## src/rtl/sweep_ctrl_pkg.sv

```systemverilog
// Shared encodings for the up/down sweep controller and its count core.
// Pure declarations: no logic, no latency, no flow control.
package sweep_ctrl_pkg;

  typedef enum logic [1:0] {
    ST_IDLE = 2'd0,
    ST_RUN  = 2'd1,
    ST_DONE = 2'd2
  } state_e;

  localparam logic DIR_UP   = 1'b0;
  localparam logic DIR_DOWN = 1'b1;

endpackage

```

## src/rtl/updown_step_core.sv

```systemverilog
// Loadable WIDTH-bit up/down count register with an end-of-pass compare.
// Latency: load/step take effect at the next rising edge; at_end is combinational on the register.
// Backpressure: none; the controller decides when to load or step.
module updown_step_core
  import sweep_ctrl_pkg::*;
#(
  parameter int WIDTH = 3
) (
  input  logic             clk,
  input  logic             clear_n,
  input  logic             load,
  input  logic [WIDTH-1:0] load_val,
  input  logic             step,
  input  logic             dir,
  input  logic [WIDTH-1:0] end_val,
  output logic [WIDTH-1:0] count,
  output logic             at_end
);

  logic [WIDTH-1:0] count_q;

  always_ff @(posedge clk or negedge clear_n) begin
    if (!clear_n) begin
      count_q <= '0;
    end else if (load) begin
      count_q <= load_val;
    end else if (step) begin
      count_q <= (dir == DIR_DOWN) ? count_q - WIDTH'(1) : count_q + WIDTH'(1);
    end
  end

  assign count  = count_q;
  assign at_end = (count_q == end_val);

endmodule

```

## src/rtl/updown_sweep_controller.sv

```systemverilog
// Command-driven bounded up/down sweep sequencer; SWEEP_PINGPONG_EN enables bound-reversal passes.
// Latency: first count one cycle after command acceptance; done/err are registered one-cycle pulses.
// Backpressure: cmd_ready is high only in IDLE; en=0 stalls the sweep, abort cancels it.
module updown_sweep_controller
  import sweep_ctrl_pkg::*;
#(
  parameter int WIDTH    = 3,
  parameter int REPEAT_W = 4
) (
  input  logic                clk,
  input  logic                clear_n,
  input  logic                cmd_valid,
  output logic                cmd_ready,
  input  logic [WIDTH-1:0]    cmd_lo,
  input  logic [WIDTH-1:0]    cmd_hi,
  input  logic                cmd_dir,
  input  logic [REPEAT_W-1:0] cmd_reps,
  input  logic                cmd_pingpong,
  input  logic                en,
  input  logic                abort,
  output logic [WIDTH-1:0]    count,
  output logic                count_valid,
  output logic                busy,
  output logic                done,
  output logic                err
);

  state_e              state_q;
  logic [WIDTH-1:0]    lo_q, hi_q;
  logic                dir_q;
  logic [REPEAT_W-1:0] passes_q;
  logic                done_q, err_q;

  logic                accept, at_end, last_pass, turn_pp;
  logic                core_load, core_step, core_dir;
  logic [WIDTH-1:0]    core_load_val;

  assign accept    = (state_q == ST_IDLE) && cmd_valid && (cmd_lo <= cmd_hi);
  assign last_pass = (passes_q == REPEAT_W'(1));

`ifdef SWEEP_PINGPONG_EN
  logic pp_q;

  always_ff @(posedge clk or negedge clear_n) begin
    if (!clear_n) begin
      pp_q <= 1'b0;
    end else if (accept) begin
      pp_q <= cmd_pingpong;
    end
  end

  assign turn_pp = pp_q;
`else
  logic pp_unused;
  assign pp_unused = cmd_pingpong;
  assign turn_pp   = 1'b0;
`endif

  // A pingpong turnaround steps straight off the bound it just reached, so a
  // degenerate lo==hi sweep never leaves the single legal value.
  always_comb begin
    core_load     = 1'b0;
    core_load_val = (cmd_dir == DIR_DOWN) ? cmd_hi : cmd_lo;
    core_step     = 1'b0;
    core_dir      = dir_q;
    if (state_q == ST_IDLE) begin
      core_load = accept;
    end else if (state_q == ST_RUN && !abort && en) begin
      if (!at_end) begin
        core_step = 1'b1;
      end else if (!last_pass) begin
        if (turn_pp) begin
          core_step = (lo_q != hi_q);
          core_dir  = ~dir_q;
        end else begin
          core_load     = 1'b1;
          core_load_val = (dir_q == DIR_DOWN) ? hi_q : lo_q;
        end
      end
    end
  end

  always_ff @(posedge clk or negedge clear_n) begin
    if (!clear_n) begin
      state_q  <= ST_IDLE;
      lo_q     <= '0;
      hi_q     <= '0;
      dir_q    <= DIR_UP;
      passes_q <= '0;
      done_q   <= 1'b0;
      err_q    <= 1'b0;
    end else begin
      done_q <= 1'b0;
      err_q  <= 1'b0;
      case (state_q)
        ST_IDLE: begin
          if (cmd_valid) begin
            if (cmd_lo > cmd_hi) begin
              err_q <= 1'b1;
            end else begin
              lo_q     <= cmd_lo;
              hi_q     <= cmd_hi;
              dir_q    <= cmd_dir;
              passes_q <= (cmd_reps == '0) ? REPEAT_W'(1) : cmd_reps;
              state_q  <= ST_RUN;
            end
          end
        end
        ST_RUN: begin
          if (abort) begin
            state_q <= ST_IDLE;
          end else if (en && at_end) begin
            if (last_pass) begin
              state_q <= ST_DONE;
              done_q  <= 1'b1;
            end else begin
              passes_q <= passes_q - REPEAT_W'(1);
              if (turn_pp) dir_q <= ~dir_q;
            end
          end
        end
        ST_DONE: state_q <= ST_IDLE;
        default: state_q <= ST_IDLE;
      endcase
    end
  end

  updown_step_core #(.WIDTH(WIDTH)) u_core (
    .clk      (clk),
    .clear_n  (clear_n),
    .load     (core_load),
    .load_val (core_load_val),
    .step     (core_step),
    .dir      (core_dir),
    .end_val  ((dir_q == DIR_DOWN) ? lo_q : hi_q),
    .count    (count),
    .at_end   (at_end)
  );

  assign cmd_ready   = (state_q == ST_IDLE);
  assign count_valid = (state_q == ST_RUN);
  assign busy        = (state_q == ST_RUN) || (state_q == ST_DONE);
  assign done        = done_q;
  assign err         = err_q;

endmodule
```

## config.mk

```make
export PLATFORM = sky130hd
export DESIGN_NAME = updown_sweep_controller
export DESIGN_NICKNAME = d
export VERILOG_FILES = /design/src/rtl/sweep_ctrl_pkg.sv /design/src/rtl/updown_step_core.sv /design/src/rtl/updown_sweep_controller.sv
export SDC_FILE = /design/constraint.sdc
export NUM_CORES = 1
export LEC_CHECK = 0
export ABC_CLOCK_PERIOD_IN_PS = 2900
export CAP_MARGIN = 20
export CELL_PAD_IN_SITES_DETAIL_PLACEMENT = 1
export CELL_PAD_IN_SITES_GLOBAL_PLACEMENT = 1
export CORE_MARGIN = 3
export CORE_UTILIZATION = 39
export DETAILED_ROUTE_END_ITERATION = 6
export GPL_ROUTABILITY_DRIVEN = 0
export PLACE_DENSITY = 0.87
export SETUP_SLACK_MARGIN = 0.4
export SLEW_MARGIN = 10
export SYNTH_ARGS = -nofsm -noshare
export SYNTH_HDL_FRONTEND = slang
export SYNTH_SLANG_ARGS = --single-unit
```

## constraint.sdc

```tcl
create_clock -name clk -period 2.9 [get_ports clk]
set_input_delay 0.87 -clock clk [delete_from_list [all_inputs] [get_ports clk]]
set_output_delay 0.87 -clock clk [all_outputs]
set_load 0.02 [all_outputs]
```

==> summary.md, run 1 <==
| Metric | Value |
|---|---|
| Status | `completed` |
| Core ar. | `between 3000 and 4000 sq um` |
| Synth cell count leaders | `18 x dfrtp_1, 15 x inv_1, 9 x mux2i_1` |
| PD cells | `between 900 and 1000 nW/um^2` |
| Synth area leader | `dfrtp_1` |
| I/O Buffers | `23` |
| YS warnings | `0` |
| Synth unique cells | `44` |
| Initial Util | `a little over two fifths` |
| RSZ-0062 raised after global routing | `yes` |
| Peak Freq | `slightly above 0.4 GHz` |
| Largest cells by area after synthesis | `dfrtp_1 35%, ha_1 7.7%, mux2i_1 7.0%, inv_1 4.3%, mux2_2 3.5%` |
| Vias | `approximately 1200` |
| Drt pass-1 iters | `5` |
| Largest net degree at the start of global routing | `19` |
| Least-Margin Pin Slew | `roughly 0.53 ns` |
| Max-cap viol count | `0` |
| Clock Path Buffers | `2` |
| # rows | `20` |
| DIE HEIGHT | `around 64 um` |
| Final setup violation count | `0` |
| Die area | `approximately 4000 sq um` |
| CTS tree | `built` |
| Final antenna-violating net count | `0` |
| Power Total | `0.00167 W` |
| Kind of critical path | `in -> reg` |
| DP Wirelength | `roughly 2800 um` |
| Worst Path Buf+Inv | `1` |
| Count leader, synth | `dfrtp_1` |
| DIE WIDTH | `around 64 um` |
| Hold Fails Final Rpt | `0` |
| VDD IR max | `285 uV` |
| Minimum clock period | `2.47 ns` |
| Overflow after GRT | `0` |
| Vias per inst | `5.61` |
| Design area | `1810 sq um` |
| Worst EP required | `3.13 ns` |
| CP Cell Sequence | `clkdlybuf4s50_1 > ha_4 > a211oi_4 > o21ai_4 > a221o_1 > a221oi_2` |
| Critical path endpoint category | `register` |
| CTS sink count | `18` |
| Syn_area_per_cell | `9.66 sq um` |
| All-Layer GR Usage | `21.4%` |
| Layout cell share with drive strength beyond 1 | `between 20% and 30%` |
| Seq/Total Area, Yosys | `around a third` |
| Worst endpoint data arrival time | `2.70 ns` |
| Syn Inst Count | `about 130` |
| Pleak | `0.783 nW` |
| Wire per inst | `between 15 and 20 um` |
| H-tree depth | `1` |
| Crit path max-delay family | `compound AO/OA/AOI/OAI gates` |
| CTS root buf | `clkbuf_4` |
| Post-synth EDFFs | `0` |
| Layout fillers | `around 370` |
| Max-slew headroom | `about 64%` |
| Number of top-level pins | `25` |
| Clock-pin slew on the worst setup and hold paths | `around 0.11 ns` |
| Total clock buffers created by CTS | `3` |
| HP Class | `reg -> reg` |
| Post-synth ARST share | `100%` |
| Crit share post-route | `approximately 85%` |
| Netlist Area Pre-Place | `between 1000 and 1500 sq um` |
| Crit-path slowest cell | `clkdlybuf4s50_1` |
| N_diodes | `0` |
| Number of global-route vias before repair | `1383` |
| Top-area cell type share of the netlist area | `a little over a third` |
| Syn_nets | `160` |
| Prevailing post-synth register cell | `dfrtp_1` |
| Crit-path max cell delay | `between 0.5 and 0.6 ns` |
| Startpoint types | `input pin` |
| CTS Hold Buffers Added | `0` |
| Initial antenna violation count | `0` |
| Post-synthesis register bit count | `18` |
| Worst Clk Skew | `0.00860 ns` |
| Slew Viols, Final | `0` |
| Final wirelength | `roughly 4000 um` |
| Fin util | `58.5%` |
| Layout overhead on the synthesized area | `40.1%` |
| Later-pin clock latency in the skew report | `between 0.3 and 0.4 ns` |
| Crit path max fanout | `6` |
| DRT iter0 DRCs | `around 70` |
| Placed inst area | `1640 sq um` |
| First-pass GRT wire length | `6730 um` |
| Nets@finish | `around 200` |
| DRC | `0` |
-- metal layers --
metal / share of wire [%] / track usage (%) / vias to the layer above / routed length [um]
met5: 0 / 0 / - / 0
met4: 1.3 / 7.55 / 0 / 53
met3: 2.6 / 3.03 / 5 / 104
met2: 53 / 39.1 / 24 / 2150
met1: 43 / 25.0 / 609 / 1720
li1: - / - / 579 / -
-- flip-flops by register name (all words and copies together), names as in the netlist --
name / flops
passes_q: 4
done: 1
hi_q: 3
lo_q: 3
dir_q: 1
u_core.count: 3
err: 1
state_q: 2
-- report_power, final --
part	total, W	internal, W	switching, W
registers	0.000493	0.000358	0.000135
logic	0.00104	0.000481	0.000560
clock network	0.000134	0.0000487	0.0000849
total	0.00167	0.000888	0.000780
-- area by class of cell --
type | instances | area [sq um] | area share, %
timing repair buffer | 41 | 374 | 20.6
sequential | 18 | 452 | 24.9
inverter | 15 | 56.3 | 3.10
multi-input combinational | 96 | 855 | 47.1
clock buffer | 3 | 22.5 | 1.24
tap | 44 | 55.1 | 3.03
-- metrics by stage --
step	cells	setup slack [ns]	TNS [ns]	hold slack [ns]
global placement	208	-0.150	-0.422	0.495
global route	217	0.372	0	0.576
finish	217	0.430	0	0.532
CTS	217	0.372	0	0.523
detailed placement	208	-0.293	-1.30	0.502
floorplan	134	0.445	0	0.470
-- path summary, 6_finish.rpt --
check                            from     endpoint  slack [ns]  depth (start not counted)
setup / recovery            cmd_lo[1]  passes_q[2]        0.43                          6
hold / removal                hi_q[2]      hi_q[2]        0.53                          2
setup reg to reg           state_q[1]  passes_q[3]        0.59                          7
hold reg to reg               hi_q[2]      hi_q[2]        0.53                          2
max in group asynchronous     clear_n        dir_q        1.80                          2
min in group asynchronous     clear_n   state_q[0]        0.88                          2
-- what timing repair did --
action                                  4_1_cts  5_1_grt
endpoints found under the setup margin       15       16
hold endpoints to repair                      0        0
pin swaps                                     2        5
setup buffers                                 5        0
cloned                                        1        0
resized for setup                            13       14
-- placed cells by master, fill, tap and decap left out, types with 2 or more instances in the layout --
cell,instances
o22ai_1,2
dlymetal6s2s_1,3
dfrtp_1,17
nor2_1,5
ha_2,2
mux2_2,4
buf_4,16
a221oi_2,3
nand3_1,4
o211ai_1,3
inv_1,13
dlygate4sd2_1,2
o21ai_0,5
inv_2,2
xnor2_1,3
ha_4,2
nor3_1,7
nor2b_1,4
clkbuf_4,4
clkdlybuf4s50_1,18
o32a_1,2
a21oi_1,3
nand2_1,5
ha_1,4
mux2i_1,9
a221o_1,2
-- cells by family (layout without fill, tap and decap cells) --
kind of cell	after synthesis	count (layout)	synth area share [%]
AND/OR/NAND/NOR	34	34	14.4
buffers and inverters	20	59	6.47
multiplexers	15	15	12.4
XOR/XNOR	4	4	2.71
AO/OA/AOI/OAI	34	34	20.0
adder cells (fa/ha/maj)	9	9	9.28
flip-flops	18	18	34.8
-- tightest hold or removal path, cell delays in order, from the launching register on --
cell	delay (ns)
dfrtp_1	0.39
nand2_1	0.05
o21ai_0	0.06
(Power assumes the default switching activity.)
==> run 2: changes to the inputs <==
--- a/config.mk
+++ b/config.mk
@@ -11,6 +11,7 @@
 export CELL_PAD_IN_SITES_GLOBAL_PLACEMENT = 1
 export CORE_MARGIN = 3
 export CORE_UTILIZATION = 39
+export CTS_CLUSTER_SIZE = 16
 export DETAILED_ROUTE_END_ITERATION = 6
 export GPL_ROUTABILITY_DRIVEN = 0
 export PLACE_DENSITY = 0.87
==> results of run 2 <==
Same layout as run 1: the final DEF is identical, and so are final timing and power.
==> run 3: changes to the inputs <==
--- a/config.mk
+++ b/config.mk
@@ -5,7 +5,7 @@
 export SDC_FILE = /design/constraint.sdc
 export NUM_CORES = 1
 export LEC_CHECK = 0
-export ABC_CLOCK_PERIOD_IN_PS = 2900
+export ABC_CLOCK_PERIOD_IN_PS = 2500
 export CAP_MARGIN = 20
 export CELL_PAD_IN_SITES_DETAIL_PLACEMENT = 1
 export CELL_PAD_IN_SITES_GLOBAL_PLACEMENT = 1
@@ -14,7 +14,7 @@
 export CTS_CLUSTER_SIZE = 16
 export DETAILED_ROUTE_END_ITERATION = 6
 export GPL_ROUTABILITY_DRIVEN = 0
-export PLACE_DENSITY = 0.87
+export PLACE_DENSITY_LB_ADDON = 0.1
 export SETUP_SLACK_MARGIN = 0.4
 export SLEW_MARGIN = 10
 export SYNTH_ARGS = -nofsm -noshare
==> constraint.sdc (replaced) <==
create_clock -name clk -period 2.5 [get_ports clk]
set_input_delay 0.75 -clock clk [delete_from_list [all_inputs] [get_ports clk]]
set_output_delay 0.75 -clock clk [all_outputs]
set_load 0.02 [all_outputs]
==> run 3 against run 2 <==
Critical path depth stayed put. Register-to-register slack worse by 0.31 ns. Total power is 40% higher. Via count is 9.9% higher. Clock power is 46% higher. Flip-flop and latch count stayed put. Worst hold slack better by 0.047 ns. Core utilization is 8.7 points higher. Wire length is 19% higher. First-iteration DRC count is 19% lower.
==> summary.md, run 3 (synthesis gave the netlist of run 1 again) <==
| Metric | Value |
|---|---|
| HP Class | `reg -> reg (unchanged)` |
| Biggest register | `passes_q (unchanged)` |
| Peak Freq | `0.450 GHz` |
| DIE WIDTH | `63.6 um (unchanged)` |
| Max reg flops | `4 (unchanged)` |
| Core ar. | `3100 sq um (unchanged)` |
| Hold WS | `0.579 ns (was 0.532 ns)` |
| Initial Util | `41.7% (unchanged)` |
| Clock Path Buffers | `2 (unchanged)` |
| Max-slew headroom | `72.6% (was 64.5%)` |
| DP Wirelength | `2720 um (was 2790 um)` |
| VDD IR max | `415 uV (was 285 uV)` |
| Layout overhead on the synthesized area | `60.9% (was 40.1%)` |
| Worst EP required | `2.73 ns (was 3.13 ns)` |
| Kind of critical path | `reg -> reg (was in -> reg)` |
| Total clock buffers created by CTS | `3 (unchanged)` |
| Crit path max fanout | `4 (was 6)` |
| Most frequent cells in the layout | `29 x buf_4, 17 x dfrtp_1, 9 x clkdlybuf4s50_1 (was 18 x clkdlybuf4s50_1, 17 x dfrtp_1, 16 x buf_4)` |
| Largest net degree at the start of global routing | `19 (unchanged)` |
| Overflow after GRT | `0 (unchanged)` |
| Power Total | `0.00234 W (was 0.00167 W)` |
| Crit-path slowest cell | `or4_4 (was clkdlybuf4s50_1)` |
| Layout cell share with drive strength beyond 1 | `42.9% (was 26.0%)` |
| Later-pin clock latency in the skew report | `0.32 ns (was 0.31 ns)` |
| Worst Clk Skew | `0.00280 ns (was 0.00860 ns)` |
| Slew Viols, Final | `0 (unchanged)` |
| Minimum clock period | `around 2.2 ns` |
| CTS tree | `built (unchanged)` |
| Worst endpoint data arrival time | `2.45 ns (was 2.70 ns)` |
| Setup TNS | `0 ns (unchanged)` |
| First-pass GRT wire length | `6780 um (was 6730 um)` |
| Final setup violation count | `0 (unchanged)` |
| Hold Fails Final Rpt | `0 (unchanged)` |
| Wire per inst | `20.3 um (was 18.6 um)` |
| PD cells | `1120 nW/um^2 (was 919 nW/um^2)` |
| DRC | `0 (unchanged)` |
| Critical path endpoint category | `register (unchanged)` |
| DIE HEIGHT | `63.6 um (unchanged)` |
| Vias per inst | `5.69 (was 5.61)` |
| Initial antenna violation count | `0 (unchanged)` |
| # rows | `20 (unchanged)` |
| H-tree depth | `1 (unchanged)` |
| Fin util | `67.1% (was 58.5%)` |
| All-Layer GR Usage | `21.7% (was 21.4%)` |
| Final antenna-violating net count | `0 (unchanged)` |
| N_diodes | `0 (unchanged)` |
| Least-Margin Pin Slew | `0.407 ns (was 0.529 ns)` |
| Crit-path max cell delay | `0.59 ns (was 0.54 ns)` |
| RSZ-0062 raised after global routing | `yes (unchanged)` |
| Clock-pin slew on the worst setup and hold paths | `0.11 ns (about the same)` |
| Startpoint types | `register (was input pin)` |
| Drt pass-1 iters | `4 (was 5)` |
| Vias | `1337 (was 1217)` |
| Max-cap viol count | `0 (unchanged)` |
| Final wirelength | `4780 um (was 4030 um)` |
| Nets@finish | `218 (was 201)` |
| Status | `completed (unchanged)` |
| DRT iter0 DRCs | `55 (was 68)` |
| I/O Buffers | `23 (unchanged)` |
| CTS root buf | `clkbuf_4 (unchanged)` |
| CTS sink count | `18 (unchanged)` |
| Pleak | `0.919 nW (was 0.783 nW)` |
| Commonest non-fill, non-tap cell in the layout | `buf_4 (was clkdlybuf4s50_1)` |
| CP Cell Sequence | `buf_6 > mux2i_4 > xnor2_2 > or4_4 > a221o_1 > a221oi_2 (was clkdlybuf4s50_1 > ha_4 > a211oi_4 > o21ai_4 > a221o_1 > a221oi_2)` |
| Die area | `4050 sq um (unchanged)` |
| Number of top-level pins | `25 (unchanged)` |
| Crit share post-route | `around nine tenths` |
| Number of global-route vias before repair | `1417 (was 1383)` |
## run 3: cell count changes in the layout (fill, tap and decap cells not counted), moves of 3 or more
cell	before	now
inv_2	2	7
buf_4	16	29
buf_2	0	3
clkdlybuf4s50_1	18	9
inv_1	13	8
dlygate4sd2_1	2	8
dlymetal6s2s_1	3	0
## run 3: layout make-up
class	count	area, sq um
Fill cell	337	1020
Multi-Input combinational cell	96	962
Timing Repair Buffer	58	522
Sequential cell	18	452
Inverter	15	56.3
Tap cell	44	55.1
Clock buffer	4	36.3
## run 3: critical path: cells and delay by family, from the launching register on
family	cells	cell delay, ns
buffers and inverters	1	0.14
AND/OR/NAND/NOR	1	0.59
XOR/XNOR	1	0.15
multiplexers	1	0.18
flip-flops	1	0.46
AO/OA/AOI/OAI	2	0.61
## run 3: power by group
group          internal [W]  total (W)  switching, W
clock             0.0000892   0.000196      0.000107
sequential         0.000415   0.000573      0.000157
combinational      0.000775    0.00157      0.000797
total               0.00128    0.00234       0.00106
## run 3: worst paths after layout
path | from | endpoint | slack, ns | cells after the start
setup reg to reg | dir_q | passes_q[2] | 0.28 | 6
min in group asynchronous | clear_n | state_q[1] | 0.76 | 2
setup / recovery | dir_q | passes_q[2] | 0.28 | 6
hold reg to reg | hi_q[0] | hi_q[0] | 0.58 | 1
hold / removal | hi_q[0] | hi_q[0] | 0.58 | 1
max in group asynchronous | clear_n | dir_q | 1.52 | 2
## run 3: repair_timing
item | in CTS | in global routing
gates resized for setup | 40 | 22
buffers inserted | 14 | 3
hold buffers | 0 | 0
endpoints found under the setup margin | 19 | 14
gates cloned | 0 | 2
pin swaps | 15 | 9
## run 3: stage by stage
| step | setup slack [ns] | cells | cell area (sq um) |
|---|---|---|---|
| after detailed placement | -0.226 | 212 | 1740 |
| after global routing | 0.217 | 235 | 2080 |
| after global placement | -0.149 | 212 | 1740 |
| final | 0.276 | 235 | 2080 |
| after CTS | 0.347 | 230 | 1940 |
| after floorplan | 0.355 | 134 | 1360 |
## run 3: per-layer routing
layer	vias to the layer above	global-route usage, %	wire, um
met3	11	3.57	139
met5	-	0	0
li1	612	-	-
met1	675	25.1	1960
met4	0	8.63	107
met2	39	39.4	2570
